$ cat config.mk
export PLATFORM = sky130hd
export DESIGN_NAME = cache_opr_resp
export DESIGN_NICKNAME = d
export VERILOG_FILES = /design/src/rtl/cache_opr_pkg.sv /design/src/rtl/opr_timer.sv /design/src/rtl/cache_opr_resp.sv
export SDC_FILE = /design/constraint.sdc
export NUM_CORES = 1
export LEC_CHECK = 0
export CORE_MARGIN = 2
export CORE_UTILIZATION = 54
export CTS_CLUSTER_DIAMETER = 30
export CTS_CLUSTER_SIZE = 28
export DETAILED_ROUTE_END_ITERATION = 12
export HOLD_SLACK_MARGIN = 0.03
export PLACE_DENSITY = 0.85
export SETUP_SLACK_MARGIN = 0.4
export SLEW_MARGIN = 20
export SYNTH_ARGS = -nofsm -noshare
export SYNTH_HDL_FRONTEND = slang
export SYNTH_SLANG_ARGS = --single-unit
$ cat constraint.sdc
create_clock -name clk -period 8.6 [get_ports clk]
set_clock_uncertainty 0.2 [all_clocks]
set_input_delay 1.72 -clock clk [delete_from_list [all_inputs] [get_ports clk]]
set_output_delay 1.72 -clock clk [all_outputs]
set_load 0.01 [all_outputs]
$ cat src/rtl/cache_opr_pkg.sv
// rtl/cache_opr_pkg.sv - shared constants and FSM state type for the cache operation responder
package cache_opr_pkg;

  localparam int NUM_OPR    = 8;
  localparam int OP_TIMEOUT = 16;

  typedef enum logic [2:0] {
    IDLE     = 3'd0,
    WAIT_ACK = 3'd1,
    ARMED    = 3'd2,
    FINISH   = 3'd3,
    ERROR    = 3'd4
  } opr_resp_state_t;

endpackage

$ cat src/rtl/opr_timer.sv
// rtl/opr_timer.sv - saturating per-operation ack timer
module opr_timer import cache_opr_pkg::*; #(
  parameter int TIMEOUT = OP_TIMEOUT
) (
  input  logic clk,
  input  logic rstb,
  input  logic clr,
  input  logic en,
  output logic expired
);

  localparam int W = $clog2(TIMEOUT) + 1;

  logic [W-1:0] count;

  // Holds at all-ones so a stalled operation can never wrap back to zero.
  always_ff @(posedge clk or negedge rstb) begin
    if (!rstb) begin
      count <= '0;
    end else if (clr) begin
      count <= '0;
    end else if (en && (count != '1)) begin
      count <= count + 1'b1;
    end
  end

  assign expired = (count == W'(TIMEOUT - 1));

endmodule

$ cat src/rtl/cache_opr_resp.sv
// rtl/cache_opr_resp.sv - tracks serial cache operations from start strobe through stage ack
module cache_opr_resp
  import cache_opr_pkg::opr_resp_state_t, cache_opr_pkg::IDLE, cache_opr_pkg::WAIT_ACK,
         cache_opr_pkg::ARMED, cache_opr_pkg::FINISH, cache_opr_pkg::ERROR;
#(
  parameter int NUM_OPR    = cache_opr_pkg::NUM_OPR,
  parameter int OP_TIMEOUT = cache_opr_pkg::OP_TIMEOUT
) (
  input  logic               clk,
  input  logic               rstb,
  input  logic [NUM_OPR-1:0] opr_start,
  input  logic [NUM_OPR-1:0] stage_ack,
  input  logic               abort,
  output logic [NUM_OPR-1:0] stage_go,
  output logic [2:0]         cur_opr,
  output logic [NUM_OPR-1:0] done_mask,
  output logic               busy,
  output logic               opr_finished,
  output logic               seq_err,
  output logic               timeout_err
);

  localparam logic [NUM_OPR-1:0] ONE  = NUM_OPR'(1);
  localparam logic [2:0]         LAST = 3'(NUM_OPR - 1);

  opr_resp_state_t    state, state_nxt;
  logic [2:0]         cur_nxt;
  logic [NUM_OPR-1:0] mask_nxt, go_nxt;
  logic               seq_nxt, to_nxt;
  logic               tmr_clr, tmr_en, tmr_expired;

  opr_timer #(.TIMEOUT(OP_TIMEOUT)) u_timer (
    .clk     (clk),
    .rstb    (rstb),
    .clr     (tmr_clr),
    .en      (tmr_en),
    .expired (tmr_expired)
  );

  always_ff @(posedge clk or negedge rstb) begin
    if (!rstb) begin
      state       <= IDLE;
      cur_opr     <= '0;
      done_mask   <= '0;
      stage_go    <= '0;
      seq_err     <= 1'b0;
      timeout_err <= 1'b0;
    end else begin
      state       <= state_nxt;
      cur_opr     <= cur_nxt;
      done_mask   <= mask_nxt;
      stage_go    <= go_nxt;
      seq_err     <= seq_nxt;
      timeout_err <= to_nxt;
    end
  end

  always_comb begin
    state_nxt = state;
    cur_nxt   = cur_opr;
    mask_nxt  = done_mask;
    go_nxt    = '0;
    seq_nxt   = seq_err;
    to_nxt    = timeout_err;
    tmr_clr   = 1'b0;
    tmr_en    = 1'b0;
    case (state)
      IDLE: begin
        if (!abort && (opr_start == ONE)) begin
          cur_nxt   = '0;
          mask_nxt  = '0;
          tmr_clr   = 1'b1;
          go_nxt    = ONE;
          state_nxt = WAIT_ACK;
        end
      end
      WAIT_ACK: begin
        tmr_en = 1'b1;
        // A start strobe mid-operation outranks a simultaneous ack; an ack outranks expiry.
        if (abort) begin
          state_nxt = IDLE;
        end else if (opr_start != '0) begin
          seq_nxt   = 1'b1;
          state_nxt = ERROR;
        end else if (stage_ack[cur_opr]) begin
          mask_nxt[cur_opr] = 1'b1;
          state_nxt = (cur_opr == LAST) ? FINISH : ARMED;
        end else if (tmr_expired) begin
          to_nxt    = 1'b1;
          state_nxt = ERROR;
        end
      end
      ARMED: begin
        if (abort) begin
          state_nxt = IDLE;
        end else if (opr_start == (ONE << (cur_opr + 3'd1))) begin
          cur_nxt   = cur_opr + 3'd1;
          tmr_clr   = 1'b1;
          go_nxt    = ONE << (cur_opr + 3'd1);
          state_nxt = WAIT_ACK;
        end else if (opr_start != '0) begin
          seq_nxt   = 1'b1;
          state_nxt = ERROR;
        end
      end
      FINISH: begin
        state_nxt = IDLE;
      end
      ERROR: begin
        if (abort) begin
          seq_nxt   = 1'b0;
          to_nxt    = 1'b0;
          mask_nxt  = '0;
          state_nxt = IDLE;
        end
      end
      default: begin
        state_nxt = IDLE;
      end
    endcase
  end

  assign busy         = (state != IDLE);
  assign opr_finished = (state == FINISH);

endmodule

==> flow_summary_export.csv <==
group,metric,value,unit
outcome,status,"complete, no violations",
pwr,power,484,uW
layout,final_common_cell,"clkdlybuf4s50_1",
clock_tree,cts_buffers,5,
die,io_pins,42,
clock_tree,path_clk_slew,0.10,ns
timing,drv_slew,0,
critical_path,r2r_start,"cur_opr[0]",
detailed_routing,ant_nets,0,
global_routing,grt_usage,23.7,%
detailed_routing,drtIter0Drc,84,
die,die_area,3970,um^2
global_routing,antenna_found_initial,0,
logic_synthesis,yosys_warnings,0,
placed_design,finalWeightedCongestion,0.844,
critical_path,end_kind,"flop",
layout,area_growth_syn_to_layout,27.8,%
logic_synthesis,netlist_instances,187,
timing,holdWs,0.299,ns
clock_tree,clock_sinks,29,
worst_hold_path,whs_path_depth,1,
detailed_routing,drc,0,
clock_tree,cts_tree,"yes",
placed_design,placed_area,2320,um^2
layout,drive_gt1_share,11.7,%
logic_synthesis,synth_edf_count,0,
detailed_routing,via_per_inst,5.88,
layout,final_cells,276,
critical_path,cp-start-kind,"input pin",
timing,period_needed,3.83,ns
placed_design,io_buffers,41,
logic_synthesis,synthFlopType,"dfrtp_1",
global_routing,grt_pass1_vias,1557,
critical_path,r2r_end,"u_timer.count[3]",
timing,hold_violations,0,
global_routing,grt_max_degree,30,
die,initial_utilization,56.3,%
layout,seqCellArea,726,um^2
layout,n_antenna_cell,0,
clock_tree,clk_latency,0.33,ns
detailed_routing,vias,1624,
timing,finalSetupViolations,0,
logic_synthesis,synth_nets,215,
worst_hold_path,hold_path_end,"done_mask[6]",
timing,grt_setup_unrepaired,"no",
die,die_w,63.0,um
global_routing,gr-total-overflow,0,
die,core-area,3340,um^2
layout,nets,257,
clock_tree,post_cts_buffers,0,
logic_synthesis,syn_area_per_cell,10.0,um^2
timing,max_freq,261,MHz
layout,multi_input_area,1090,um^2
layout,fillers,261,
detailed_routing,wl_per_cell,15.9,um
pwr,power.density,201,nW/um^2
logic_synthesis,ys_async_sr_fraction,100,%
timing,fin_tns_setup,0,ns
logic_synthesis,synth_cell_types,54,
clock_tree,cts_max_path_buffers,2,
worst_hold_path,worstHoldStart,"done_mask[6]",
layout,final_cell_mix,"clkdlybuf4s50_1, dfrtp_1, nor2_1, nand2_1, ha_1",
detailed_routing,first_pass_iters,4,
critical_path,crit_path_max_fanout,8,
timing,max-slew-margin-rel,67.9,%
worst_hold_path,min-delay-path-class,"reg -> reg",
detailed_routing,drt_wl_total,4380,um
pwr,ir_drop,0.118,mV
die,rows,21,
layout,stdcell_area,2400,um^2
critical_path,ff2ff_path_depth,8,
timing,fin_crit_sh,44.5,%
clock_tree,cts_resized,0,
job,maxCapViolCount,0,
logic_synthesis,syn_area,1880,um^2
critical_path,r2r_setup_slack,5.49,ns
clock_tree,cts-root-buf,"clkbuf_4",
placed_design,dp.cells,268,
clock_tree,ctsHoldBuffers,0,
logic_synthesis,synth_seq_area_share,38.6,%
die,fp.dieH,63.0,um
critical_path,worstPathArrival,3.91,ns
global_routing,grt_pass1_wl,7380,um
pwr,power.leakage,0.00101,uW
placed_design,dpl.hpwl,3250,um
critical_path,required,8.68,ns
timing,tightest_slew,0.479,ns
critical_path,critPathKind,"in -> reg",
logic_synthesis,synth_seq_cells,29,
clock_tree,cts_max_level,2,
-- cell families (layout without fill, tap and decap cells) --
family          after synthesis  count (layout)  share of synthesized area (%)
fa+ha+maj                     9               9                           5.99
simple gates                 88              88                           28.2
mux                           4               4                           3.73
buf+inv                      13              56                           3.20
xor+xnor                      6               6                           2.80
compound gates               38              38                           17.5
flops                        29              29                           38.6
-- power breakdown --
part           total [uW]  internal, uW  switching, uW
registers             178           157           21.0
logic                 186          82.2            104
clock network         120          69.4           50.6
total                 484           308            175
-- worst max-delay path: stages --
cell and delay [ns]:
clkdlybuf4s50_1 0.52, or4_1 0.57, o31ai_1 0.21, a21oi_1 0.14, a21o_4 0.25, nor4_1 0.34, o21a_1 0.16
-- routing by layer --
metal  up-vias  global-route usage [%]  part of all wire [%]
li1        772                       -                     -
met1       778                    31.1                    44
met2        62                    37.9                    49
met3        12                    6.13                   5.2
met4         0                    8.61                   1.6
met5         -                       0                     0
-- synthesized netlist by cell type (2+ instances only) --
| library cell | instances | area, um^2 |
|---|---|---|
| a211oi_2 | 2 | 25.0 |
| nand3b_1 | 2 | 15.0 |
| o31ai_1 | 2 | 15.0 |
| nor2_1 | 21 | 78.8 |
| and2_1 | 6 | 37.5 |
| ha_1 | 9 | 113 |
| a21o_1 | 2 | 15.0 |
| and3_1 | 5 | 31.3 |
| inv_1 | 5 | 18.8 |
| nand2_1 | 12 | 45.0 |
| xor2_1 | 3 | 26.3 |
| nand2b_1 | 8 | 50.1 |
| o21a_1 | 8 | 60.1 |
| a21oi_1 | 3 | 15.0 |
| xnor2_1 | 3 | 26.3 |
| clkbuf_1 | 2 | 7.51 |
| nand4_1 | 2 | 12.5 |
| nor2b_1 | 2 | 12.5 |
| a32oi_1 | 2 | 17.5 |
| buf_2 | 3 | 15.0 |
| dfrtp_1 | 29 | 726 |
| o21ai_0 | 7 | 35.0 |
| nor4b_2 | 2 | 30.0 |
| a31oi_1 | 2 | 12.5 |
| mux4_2 | 2 | 45.0 |
| nor4_1 | 8 | 50.1 |
| nor3_1 | 5 | 25.0 |
| or3_4 | 2 | 22.5 |
| or4_1 | 3 | 22.5 |
-- registers in the layout, summed over array words and instances (netlist names) --
name,cells
u_timer.count,5
done_mask,8
state,3
seq_err,1
stage_go,8
timeout_err,1
cur_opr,3
-- stage by stage --
step	utilization (%)	setup slack [ns]
after floorplan	-	5.08
after global placement	69.4	4.48
after detailed placement	69.4	4.45
after CTS	72.0	4.77
after global routing	72.0	4.64
final	72.0	4.77
-- worst max path at each step --
stage,startpoint,endpoint,slack (ns),cells after the start
finish,opr_start[2],done_mask[7],4.77,7
global route,opr_start[1],done_mask[7],4.64,7
CTS,opr_start[1],done_mask[7],4.77,7
detailed placement,opr_start[4],u_timer.count[3],4.45,7
global placement,opr_start[2],done_mask[5],4.48,7
floorplan,opr_start[3],state[0],5.08,5
-- cell type report --
type / instances / area share [%]
Clock buffer: 7 / 2.29
Clock inverter: 1 / 1.25
Inverter: 6 / 0.938
Multi-Input combinational cell: 145 / 45.5
Sequential cell: 29 / 30.2
Tap cell: 46 / 2.40
Timing Repair Buffer: 42 / 17.4
(Power assumes the default switching activity.)
==> edit (config.mk and constraints unchanged) <==
Change the package constant `NUM_OPR` from 8 to 4.
--- a/src/rtl/cache_opr_pkg.sv
+++ b/src/rtl/cache_opr_pkg.sv
@@ -3,3 +3,3 @@
 
-  localparam int NUM_OPR    = 8;
+  localparam int NUM_OPR    = 4;
   localparam int OP_TIMEOUT = 16;
Interface: changed (resized done_mask, opr_start, stage_ack and stage_go); port bits go from 42 to 26. The function was not compared with the original's and may differ.
==> edit against the original RTL <==
Worst setup slack improved by 0.13 ns. Design area decreased by 37%. Register-to-register slack improved by 0.36 ns. Final cell count is 37% lower. Power down 37%. Die area fell by 33%. Sequential cell count shrank 8. Non-clock buffer count decreased by 17. Combinational power shrank 37%. Routed wire length shrank 45%. Area after synthesis down 35%. Fmax grew 3.6%. Sequential power shrank 21%.
==> edit: results <==
group,metric,value,unit
finish,largestRegisters,"u_timer.count x5, done_mask x4, stage_go x4",
grt,grt_use_met2,38.2,%
synth,synthCells,118,
placed_design,gp_congestion,0.888,
critical_path,slowest_delay,0.51,ns
finish,final_area,1510,um^2
critical_path,worstReg2RegEnd,"u_timer.count[4]$_DFFE_PN0P_",
critical_path,slowest_stage,"or3_2",
synth,synth.mux.area_fraction,2.68,%
placed_design,dp_cells,169,
synth,synthAdderAreaFrac,10.3,%
power_and_ir_drop,leakagePower,0.661,nW
synth,synth_common_cells,"dfrtp_1, nand2_1, ha_1",
power_and_ir_drop,worst_ir_drop_vdd,0.000164,V
route,drt_iter0_markers,31,
synth,synth_compound_area_share,13.2,%
critical_path,critPathCapture,"busy",
critical_path,worst_ep_arrival_time,1.78,ns
finish,nFillCells,174,
synth,ys_types,41,
outcome,status,"finished clean",
critical_path,reg2reg_slack,5.85,ns
grt,grt_pass1_vias,1003,
grt,use_met1,27.4,%
grt,grt_pass1_wl,4370,um
route,avgViaCountPerCell,5.79,
finish,drive_gt1_share,10.3,%
placed_design,hpwlAfterDp,1960,um
-- edit: layout make-up --
type                       count  area share, %
sequential                    21           34.7
inverter                       6           1.49
tap                           28           2.32
clock buffer                   4           1.74
multi-input combinational     89           43.2
timing repair buffer          25           16.5
-- edit: cells by family after synthesis --
| logic type | Yosys count |
|---|---|
| AOI/OAI and AO/OA | 23 |
| xor gates and xnor gates | 5 |
| adders and majority gates | 10 |
| buffers and inverters | 8 |
| DFF | 21 |
| muxes | 2 |
| and+or+nand+nor | 49 |
-- edit: worst min path at each step --
stage | cells after the start | slack (ns) | from | endpoint
global placement | 2 | 0.27 | done_mask[3]$_DFFE_PN0P_ | done_mask[3]$_DFFE_PN0P_
finish | 1 | 0.32 | done_mask[1]$_DFFE_PN0P_ | done_mask[1]$_DFFE_PN0P_
CTS | 1 | 0.32 | done_mask[1]$_DFFE_PN0P_ | done_mask[1]$_DFFE_PN0P_
floorplan | 2 | 0.30 | u_timer.count[3]$_DFFE_PN0P_ | u_timer.count[3]$_DFFE_PN0P_
global route | 1 | 0.33 | done_mask[1]$_DFFE_PN0P_ | done_mask[1]$_DFFE_PN0P_
detailed placement | 1 | 0.29 | done_mask[1]$_DFFE_PN0P_ | done_mask[1]$_DFFE_PN0P_
-- edit: routing by layer --
metal	wire [um]	part of all wire [%]	up-vias
met1	999	41	486
met3	98	4.1	6
met5	0	0	-
met4	44	1.8	0
li1	-	-	475
met2	1270	53	35
-- edit: power breakdown --
part	internal (mW)	switching [mW]
Sequential	0.119	0.0224
Combinational	0.0605	0.0566
Clock	0.0181	0.0271
-- edit: worst max-delay path: cells and delay by family, from the launching register on --
family | cells | cell delay (ns)
AND/OR/NAND/NOR | 1 | 0.51
buffers and inverters | 1 | 0.50
flip-flops | 1 | 0.47
